**src/rtl/ans_sched_pkg.sv**
```systemverilog
// ============================================================================
// Module      : ans_sched_pkg
// Description : Shared types, default constants and round-robin helper for
//               the ANS decode scheduler.
// Revision    : 1.0 - initial release
// ============================================================================
`default_nettype none

package ans_sched_pkg;

    typedef enum logic [1:0] {
        IDLE  = 2'd0,
        FLUSH = 2'd1,
        RUN   = 2'd2,
        DONE  = 2'd3
    } sched_state_t;

    localparam int C_NUM_CH          = 4;
    localparam int C_BITSTREAM_WIDTH = 32;
    localparam int C_CONTEXT_WIDTH   = 4;
    localparam int C_SYNTAX_WIDTH    = 16;
    localparam int C_LEN_WIDTH       = 12;
    localparam int C_FLUSH_CYCLES    = 2;
    localparam int C_TIMEOUT         = 1024;

    // Upper bound on channel count the search helper can handle.
    localparam int C_MAX_CH   = 32;
    localparam int C_MAX_CH_W = 5;

    // First requester at or after ptr, wrapping modulo num_ch; -1 if none.
    function automatic int next_grant(input logic [C_MAX_CH-1:0] req,
                                      input int                  num_ch,
                                      input int                  ptr);
        int idx;
        next_grant = -1;
        for (int k = C_MAX_CH - 1; k >= 0; k--) begin
            if (k < num_ch) begin
                idx = ptr + k;
                if (idx >= num_ch) begin
                    idx = idx - num_ch;
                end
                if (req[idx[C_MAX_CH_W-1:0]]) begin
                    next_grant = idx;
                end
            end
        end
    endfunction

endpackage

`default_nettype wire

```
**src/rtl/ans_decode_scheduler_rr_arbiter.sv**
```systemverilog
// ============================================================================
// Module      : rr_arbiter
// Description : Combinational round-robin search from a priority pointer.
// Revision    : 1.0 - initial release
// ============================================================================
`default_nettype none

module rr_arbiter
    import ans_sched_pkg::*;
#(
    parameter  int NUM_CH = C_NUM_CH,
    localparam int IDX_W  = (NUM_CH > 1) ? $clog2(NUM_CH) : 1
) (
    input  logic [NUM_CH-1:0] req_i,
    input  logic [IDX_W-1:0]  ptr_i,
    output logic [IDX_W-1:0]  grant_idx_o,
    output logic              grant_valid_o
);

    logic [C_MAX_CH-1:0] w_req_ext;
    int                  w_sel;

    always_comb begin
        w_req_ext               = '0;
        w_req_ext[NUM_CH-1:0]   = req_i;
        w_sel                   = next_grant(w_req_ext, NUM_CH, int'(ptr_i));
        grant_valid_o           = (w_sel >= 0);
        grant_idx_o             = grant_valid_o ? IDX_W'(w_sel) : '0;
    end

endmodule

`default_nettype wire

```
**src/rtl/ans_decode_scheduler.sv**
```systemverilog
// ============================================================================
// Module      : ans_decode_scheduler
// Description : Job-based round-robin time-sharing of one ANS decoder among
//               NUM_CH bitstream channels, with flush and watchdog abort.
// Revision    : 1.0 - initial release
// ============================================================================
`default_nettype none

module ans_decode_scheduler
    import ans_sched_pkg::*;
#(
    parameter  int NUM_CH          = C_NUM_CH,
    parameter  int BITSTREAM_WIDTH = C_BITSTREAM_WIDTH,
    parameter  int CONTEXT_WIDTH   = C_CONTEXT_WIDTH,
    parameter  int SYNTAX_WIDTH    = C_SYNTAX_WIDTH,
    parameter  int LEN_WIDTH       = C_LEN_WIDTH,
    parameter  int FLUSH_CYCLES    = C_FLUSH_CYCLES,
    parameter  int TIMEOUT         = C_TIMEOUT,
    localparam int IDX_W           = (NUM_CH > 1) ? $clog2(NUM_CH) : 1
) (
    input  logic                              clk,
    input  logic                              rst_n,
    input  logic [NUM_CH-1:0]                 ch_req,
    input  logic [NUM_CH*LEN_WIDTH-1:0]       ch_len,
    input  logic [NUM_CH*BITSTREAM_WIDTH-1:0] ch_bitstream,
    input  logic [NUM_CH-1:0]                 ch_bs_valid,
    input  logic [NUM_CH*CONTEXT_WIDTH-1:0]   ch_context,
    output logic [NUM_CH-1:0]                 ch_data_request,
    output logic [NUM_CH-1:0]                 ch_syntax_valid,
    output logic [NUM_CH-1:0]                 ch_done,
    output logic                              ch_error,
    output logic [SYNTAX_WIDTH-1:0]           syntax_element,
    output logic                              dec_rst,
    output logic [BITSTREAM_WIDTH-1:0]        dec_bitstream,
    output logic                              dec_bitstream_valid,
    output logic [CONTEXT_WIDTH-1:0]          dec_context,
    output logic                              dec_ready,
    input  logic                              dec_data_request,
    input  logic [SYNTAX_WIDTH-1:0]           dec_syntax_element,
    input  logic                              dec_syntax_valid,
    output logic                              busy,
    output logic [IDX_W-1:0]                  grant_id
);

    localparam int IDLE_W  = (TIMEOUT > 1) ? $clog2(TIMEOUT) : 1;
    localparam int FLUSH_W = $clog2(FLUSH_CYCLES + 1);

    sched_state_t         state_q, state_d;
    logic [IDX_W-1:0]     grant_q, grant_d;
    logic [IDX_W-1:0]     rr_ptr_q, rr_ptr_d;
    logic [LEN_WIDTH-1:0] len_q, len_d;
    logic [LEN_WIDTH-1:0] elem_cnt_q, elem_cnt_d;
    logic [IDLE_W-1:0]    idle_cnt_q, idle_cnt_d;
    logic [FLUSH_W-1:0]   flush_cnt_q, flush_cnt_d;
    logic                 abort_q, abort_d;
    logic                 dec_ready_q;

    logic [IDX_W-1:0]           w_arb_idx;
    logic                       w_arb_valid;
    logic [BITSTREAM_WIDTH-1:0] w_bs  [NUM_CH];
    logic [CONTEXT_WIDTH-1:0]   w_ctx [NUM_CH];
    logic [LEN_WIDTH-1:0]       w_len [NUM_CH];

    for (genvar i = 0; i < NUM_CH; i++) begin : g_unpack
        assign w_bs[i]  = ch_bitstream[i*BITSTREAM_WIDTH +: BITSTREAM_WIDTH];
        assign w_ctx[i] = ch_context[i*CONTEXT_WIDTH +: CONTEXT_WIDTH];
        assign w_len[i] = ch_len[i*LEN_WIDTH +: LEN_WIDTH];
    end

    rr_arbiter #(
        .NUM_CH (NUM_CH)
    ) u_arb (
        .req_i         (ch_req),
        .ptr_i         (rr_ptr_q),
        .grant_idx_o   (w_arb_idx),
        .grant_valid_o (w_arb_valid)
    );

    always_ff @(posedge clk) begin
        if (!rst_n) begin
            state_q     <= IDLE;
            grant_q     <= '0;
            rr_ptr_q    <= '0;
            len_q       <= '0;
            elem_cnt_q  <= '0;
            idle_cnt_q  <= '0;
            flush_cnt_q <= '0;
            abort_q     <= 1'b0;
            dec_ready_q <= 1'b0;
        end else begin
            state_q     <= state_d;
            grant_q     <= grant_d;
            rr_ptr_q    <= rr_ptr_d;
            len_q       <= len_d;
            elem_cnt_q  <= elem_cnt_d;
            idle_cnt_q  <= idle_cnt_d;
            flush_cnt_q <= flush_cnt_d;
            abort_q     <= abort_d;
            dec_ready_q <= (state_d == RUN);
        end
    end

    always_comb begin
        state_d     = state_q;
        grant_d     = grant_q;
        rr_ptr_d    = rr_ptr_q;
        len_d       = len_q;
        elem_cnt_d  = elem_cnt_q;
        idle_cnt_d  = idle_cnt_q;
        flush_cnt_d = flush_cnt_q;
        abort_d     = abort_q;
        case (state_q)
            IDLE: begin
                if (w_arb_valid) begin
                    grant_d     = w_arb_idx;
                    len_d       = w_len[w_arb_idx];
                    elem_cnt_d  = '0;
                    idle_cnt_d  = '0;
                    flush_cnt_d = '0;
                    abort_d     = 1'b0;
                    state_d     = (w_len[w_arb_idx] == '0) ? DONE : FLUSH;
                end
            end
            FLUSH: begin
                elem_cnt_d = '0;
                idle_cnt_d = '0;
                if (flush_cnt_q == FLUSH_W'(FLUSH_CYCLES - 1)) begin
                    state_d = RUN;
                end else begin
                    flush_cnt_d = flush_cnt_q + FLUSH_W'(1);
                end
            end
            RUN: begin
                // An element arriving on the watchdog's last cycle still counts.
                if (dec_syntax_valid) begin
                    elem_cnt_d = elem_cnt_q + LEN_WIDTH'(1);
                    idle_cnt_d = '0;
                    if ((elem_cnt_q + LEN_WIDTH'(1)) == len_q) begin
                        state_d = DONE;
                    end
                end else if (idle_cnt_q == IDLE_W'(TIMEOUT - 1)) begin
                    abort_d = 1'b1;
                    state_d = DONE;
                end else begin
                    idle_cnt_d = idle_cnt_q + IDLE_W'(1);
                end
            end
            DONE: begin
                rr_ptr_d = (grant_q == IDX_W'(NUM_CH - 1)) ? '0 : grant_q + IDX_W'(1);
                state_d  = IDLE;
            end
            default: state_d = IDLE;
        endcase
    end

    always_comb begin
        ch_data_request     = '0;
        ch_syntax_valid     = '0;
        ch_done             = '0;
        ch_error            = 1'b0;
        syntax_element      = '0;
        dec_bitstream       = '0;
        dec_bitstream_valid = 1'b0;
        dec_context         = '0;
        if (state_q == RUN) begin
            dec_bitstream            = w_bs[grant_q];
            dec_context              = w_ctx[grant_q];
            dec_bitstream_valid      = ch_bs_valid[grant_q];
            ch_data_request[grant_q] = dec_data_request;
            if (dec_syntax_valid) begin
                ch_syntax_valid[grant_q] = 1'b1;
                syntax_element           = dec_syntax_element;
            end
        end
        if (state_q == DONE) begin
            ch_done[grant_q] = 1'b1;
            ch_error         = abort_q;
        end
    end

    assign dec_rst   = ~rst_n | (state_q == FLUSH);
    assign dec_ready = dec_ready_q;
    assign busy      = (state_q != IDLE);
    assign grant_id  = grant_q;

endmodule

`default_nettype wire

```
**config.mk**
```make
export PLATFORM = sky130hd
export DESIGN_NAME = ans_decode_scheduler
export DESIGN_NICKNAME = d
export VERILOG_FILES = /design/src/rtl/ans_sched_pkg.sv /design/src/rtl/ans_decode_scheduler_rr_arbiter.sv /design/src/rtl/ans_decode_scheduler.sv
export SDC_FILE = /design/constraint.sdc
export NUM_CORES = 1
export LEC_CHECK = 0
export CAP_MARGIN = 10
export CORE_UTILIZATION = 37
export DETAILED_ROUTE_END_ITERATION = 7
export PLACE_DENSITY = 0.84
export SLEW_MARGIN = 10
export SYNTH_ARGS = -nofsm -noshare
export SYNTH_HDL_FRONTEND = slang
export SYNTH_SLANG_ARGS = --single-unit
```
**constraint.sdc**
```tcl
create_clock -name clk -period 4.8 [get_ports clk]
set_input_delay 0.72 -clock clk [delete_from_list [all_inputs] [get_ports clk]]
set_output_delay 0.72 -clock clk [all_outputs]
set_load 0.01 [all_outputs]
```
==> reports/metrics.csv <==
metric,value,unit
drtAntennaViolNets,0,
h_tree_levels,2,
crit_buf_inv,2,
path_clk_slew,0.06,ns
synth_sequential_area_ratio,19.6,%
die_area,12600,um^2
final_non_filler_cells,926,
clk-insertion-delay-late,0.29,ns
violations,DRC,
kind_of_end_point_of_the_critical_path,register,
drt-wirelength-per-cell,18.9,um
largest_net_degree_at_the_start_of_global_routing,63,
finalSetupTns,0,ns
run_status,"finished, violations left",
congestion_overflow_gr,0,
synth.yosys.warnings,0,
syn-cell-area,4500,um^2
gp_congestion,1.03,
finish.instance_area,7640,um^2
postCtsResizedCells,0,
area_growth,69.9,%
netlist_instances,517,
max_cap_viol_count,0,
number_of_detailed_routing_iterations_run_before_antenna_repair,7,
via_count_of_the_first_global_routing_pass,5249,
cts_buffers,5,
cp_data_required_time,4.97,ns
grt.met2_usage,48.8,%
rsz0062_at_grt,false,
tritoncts_clock_tree,yes,
critical_path_peak_fanout,26,
hold_buffers,0,
vdd_ir_drop_max,0.160,mV
yosysMostFrequentCell,sky130_fd_sc_hd__nand2_1,
slew_violations,0,
setup_violations,0,
detailedPlacementHpwl,14.2,mm
groute.layer.met3.usage,8.96,%
worst_reg2reg_path_startpoint,rr_ptr_q[1],
synth_top_area_share,19.6,%
largest_stage_delay_on_the_critical_path,0.66,ns
relSlewSlack,28.1,%
synth_async_sr_flop_share,0,%
period_minus_slack,3.89,ns
worst_hold_path_type,reg2reg,
wire_length_of_the_first_global_routing_pass,27.6,mm
layout-drive-gt1-share,8.56,%
route.vias.total,5173,
grt_util_met1,32.5,%
totalWireLength,17.5,mm
fin_worst_skew,0.00445,ns
multi_input_area,3380,um^2
core_area,11600,um^2
leading_post_synthesis_cells_by_instance_count,"sky130_fd_sc_hd__nand2_1 (45), sky130_fd_sc_hd__and2_1 (44), sky130_fd_sc_hd__dfxtp_1 (44)",
pin_count,291,
launching_element_type_of_the_critical_path,register,
die_x,112,um
final_hold_viol_count,0,
placed_cell_area,7480,um^2
rows,39,
pwr_density_cell,178,nW/um^2
worst_path_max_delay_cell,sky130_fd_sc_hd__or4_1,
post_cts_setup_driven_buffer_insertion_count,0,
cp_most_frequent_cell,sky130_fd_sc_hd__a21boi_1,
chipHeight,112,um
startpoint,rr_ptr_q[1],
timing.final.crit_share,81.0,%
clock_sinks,44,
n_antenna_cell,0,
synth-edff-count,0,
worst_slew_pin_slew,1.08,ns
crit_arrival,4.06,ns
place_inst,918,
worst_setup_path_class,reg2reg,
sequence_of_cells_on_the_critical_path,inv_1 > ha_1 > mux4_2 > a21boi_1 > or4_1 > a32oi_4 > buf_4 > mux2_1 > o211ai_1 > a21boi_1,
most_used_flip_flop_cell_after_synthesis,sky130_fd_sc_hd__dfxtp_1,
detail_route.vias_per_cell,5.59,
holdCritStartpoint,len_q[9],
worst_path_dominant_cell_family,multiplexers,
leakage,2.86,nW
buffer_ports.inserted,290,
design_power_total,0.00136,W
syn_nets,749,
finish.net_count,1014,
grt_most_used_layer,met2,
start_util,38.7,%
detail_route.drc_violations,20,
sequential_cell_area,883,um^2
initialDrtViolationCount,357,
gr-usage-all-layers,27.8,%
distinct_cell_type_count_of_the_synthesized_netlist,48,
max_clock_freq,257,MHz
clock-root-buffer,sky130_fd_sc_hd__clkbuf_16,
grt_antenna_before_repair,0,
synth-seq-cells,44,
mapped_avg_cell_area,8.70,um^2
synth.area.top_cells,"sky130_fd_sc_hd__dfxtp_1 (20%), sky130_fd_sc_hd__mux4_2 (20%), sky130_fd_sc_hd__and2_1 (6.1%)",
dominant_cell_type_by_area_after_synthesis,sky130_fd_sc_hd__dfxtp_1,
cts-root-to-sink-buffers,2,
n_fill_cell,962,
final_core_utilization,65.8,%
-- power breakdown --
group / total (W) / switching (W) / internal (W)
Combinational: 0.000542 / 0.000190 / 0.000351
Sequential: 0.000436 / 0.0000495 / 0.000386
Clock: 0.000382 / 0.000137 / 0.000245
Total: 0.00136 / 0.000377 / 0.000983
-- path summary, 6_finish.rpt --
check | endpoint | slack (ns) | cells past startpoint
max | len_q[5] | 0.91 | 10
min | len_q[9] | 0.46 | 2
max reg2reg | len_q[5] | 0.91 | 10
min reg2reg | len_q[9] | 0.46 | 2
-- flip-flops by register name, indices dropped and copies added (netlist names) --
name and flops:
abort_q 1, dec_ready 1, elem_cnt_q 12, flush_cnt_q 2
grant_id 2, idle_cnt_q 10, len_q 12, rr_ptr_q 2
state_q 2
-- final cells by class --
class | instances | area share [%]
Tap cell | 143 | 2.34
Multi-Input combinational cell | 416 | 44.3
Clock inverter | 2 | 0.458
Clock buffer | 6 | 1.69
Inverter | 16 | 0.786
Sequential cell | 44 | 11.6
Timing Repair Buffer | 299 | 38.9
-- metrics by stage --
stage / setup slack, ns / hold WS [ns]
detailed placement: 0.836 / 0.462
global route: 0.711 / 0.487
finish: 0.913 / 0.465
CTS: 0.956 / 0.470
floorplan: 0.965 / 0.447
global placement: 0.932 / 0.461
-- cell families after synthesis --
| family | after synthesis | synth area share, % |
|---|---|---|
| DFF | 44 | 19.6 |
| and+or+nand+nor | 222 | 26.4 |
| adders and majority gates | 12 | 3.34 |
| muxes | 71 | 27.0 |
| buffers and inverters | 57 | 5.34 |
| xor gates and xnor gates | 27 | 5.26 |
| AOI/OAI and AO/OA | 84 | 13.1 |
-- worst reg2reg max path, stage by stage, from the launching register on --
cell and delay (ns):
sky130_fd_sc_hd__dfxtp_1 0.60, sky130_fd_sc_hd__inv_1 0.12, sky130_fd_sc_hd__ha_1 0.42, sky130_fd_sc_hd__mux4_2 0.53, sky130_fd_sc_hd__a21boi_1 0.15, sky130_fd_sc_hd__or4_1 0.66, sky130_fd_sc_hd__a32oi_4 0.22, sky130_fd_sc_hd__buf_4 0.39
sky130_fd_sc_hd__mux2_1 0.38, sky130_fd_sc_hd__o211ai_1 0.19, sky130_fd_sc_hd__a21boi_1 0.09
-- placed cells by master (no fill, tap or decap), types with 3 or more instances in the layout --
cell	netlist	layout
sky130_fd_sc_hd__nor3_1	17	17
sky130_fd_sc_hd__clkbuf_16	0	5
sky130_fd_sc_hd__buf_4	0	9
sky130_fd_sc_hd__nor2_1	21	21
sky130_fd_sc_hd__inv_1	16	16
sky130_fd_sc_hd__mux2_2	6	6
sky130_fd_sc_hd__nand4_1	5	5
sky130_fd_sc_hd__a221oi_1	3	3
sky130_fd_sc_hd__nor4_1	12	12
sky130_fd_sc_hd__xnor2_1	19	19
sky130_fd_sc_hd__a21boi_0	3	3
sky130_fd_sc_hd__mux2i_1	19	19
sky130_fd_sc_hd__clkdlybuf4s50_1	0	290
sky130_fd_sc_hd__and3_1	35	35
sky130_fd_sc_hd__dfxtp_1	44	42
sky130_fd_sc_hd__and2_1	44	44
sky130_fd_sc_hd__nand3_1	19	19
sky130_fd_sc_hd__a21boi_1	12	12
sky130_fd_sc_hd__nand2_1	45	45
sky130_fd_sc_hd__nor2b_1	12	11
sky130_fd_sc_hd__o22ai_1	3	3
sky130_fd_sc_hd__o31ai_1	5	5
sky130_fd_sc_hd__xor2_1	8	8
sky130_fd_sc_hd__o211ai_1	11	11
sky130_fd_sc_hd__nand2b_1	3	3
sky130_fd_sc_hd__a21oi_1	6	6
sky130_fd_sc_hd__or3_1	3	3
sky130_fd_sc_hd__mux4_2	39	39
sky130_fd_sc_hd__ha_1	12	12
sky130_fd_sc_hd__o21ai_0	24	24
sky130_fd_sc_hd__mux2_1	7	7
sky130_fd_sc_hd__a31oi_1	4	4
-- per-layer routing --
| layer | wire length, um | up-vias |
|---|---|---|
| met4 | 431 | 0 |
| met2 | 8450 | 290 |
| met3 | 1940 | 40 |
| met1 | 6710 | 2404 |
| met5 | 0 | - |
| li1 | - | 2439 |
No activity file was read; power rests on OpenSTA's default activity.
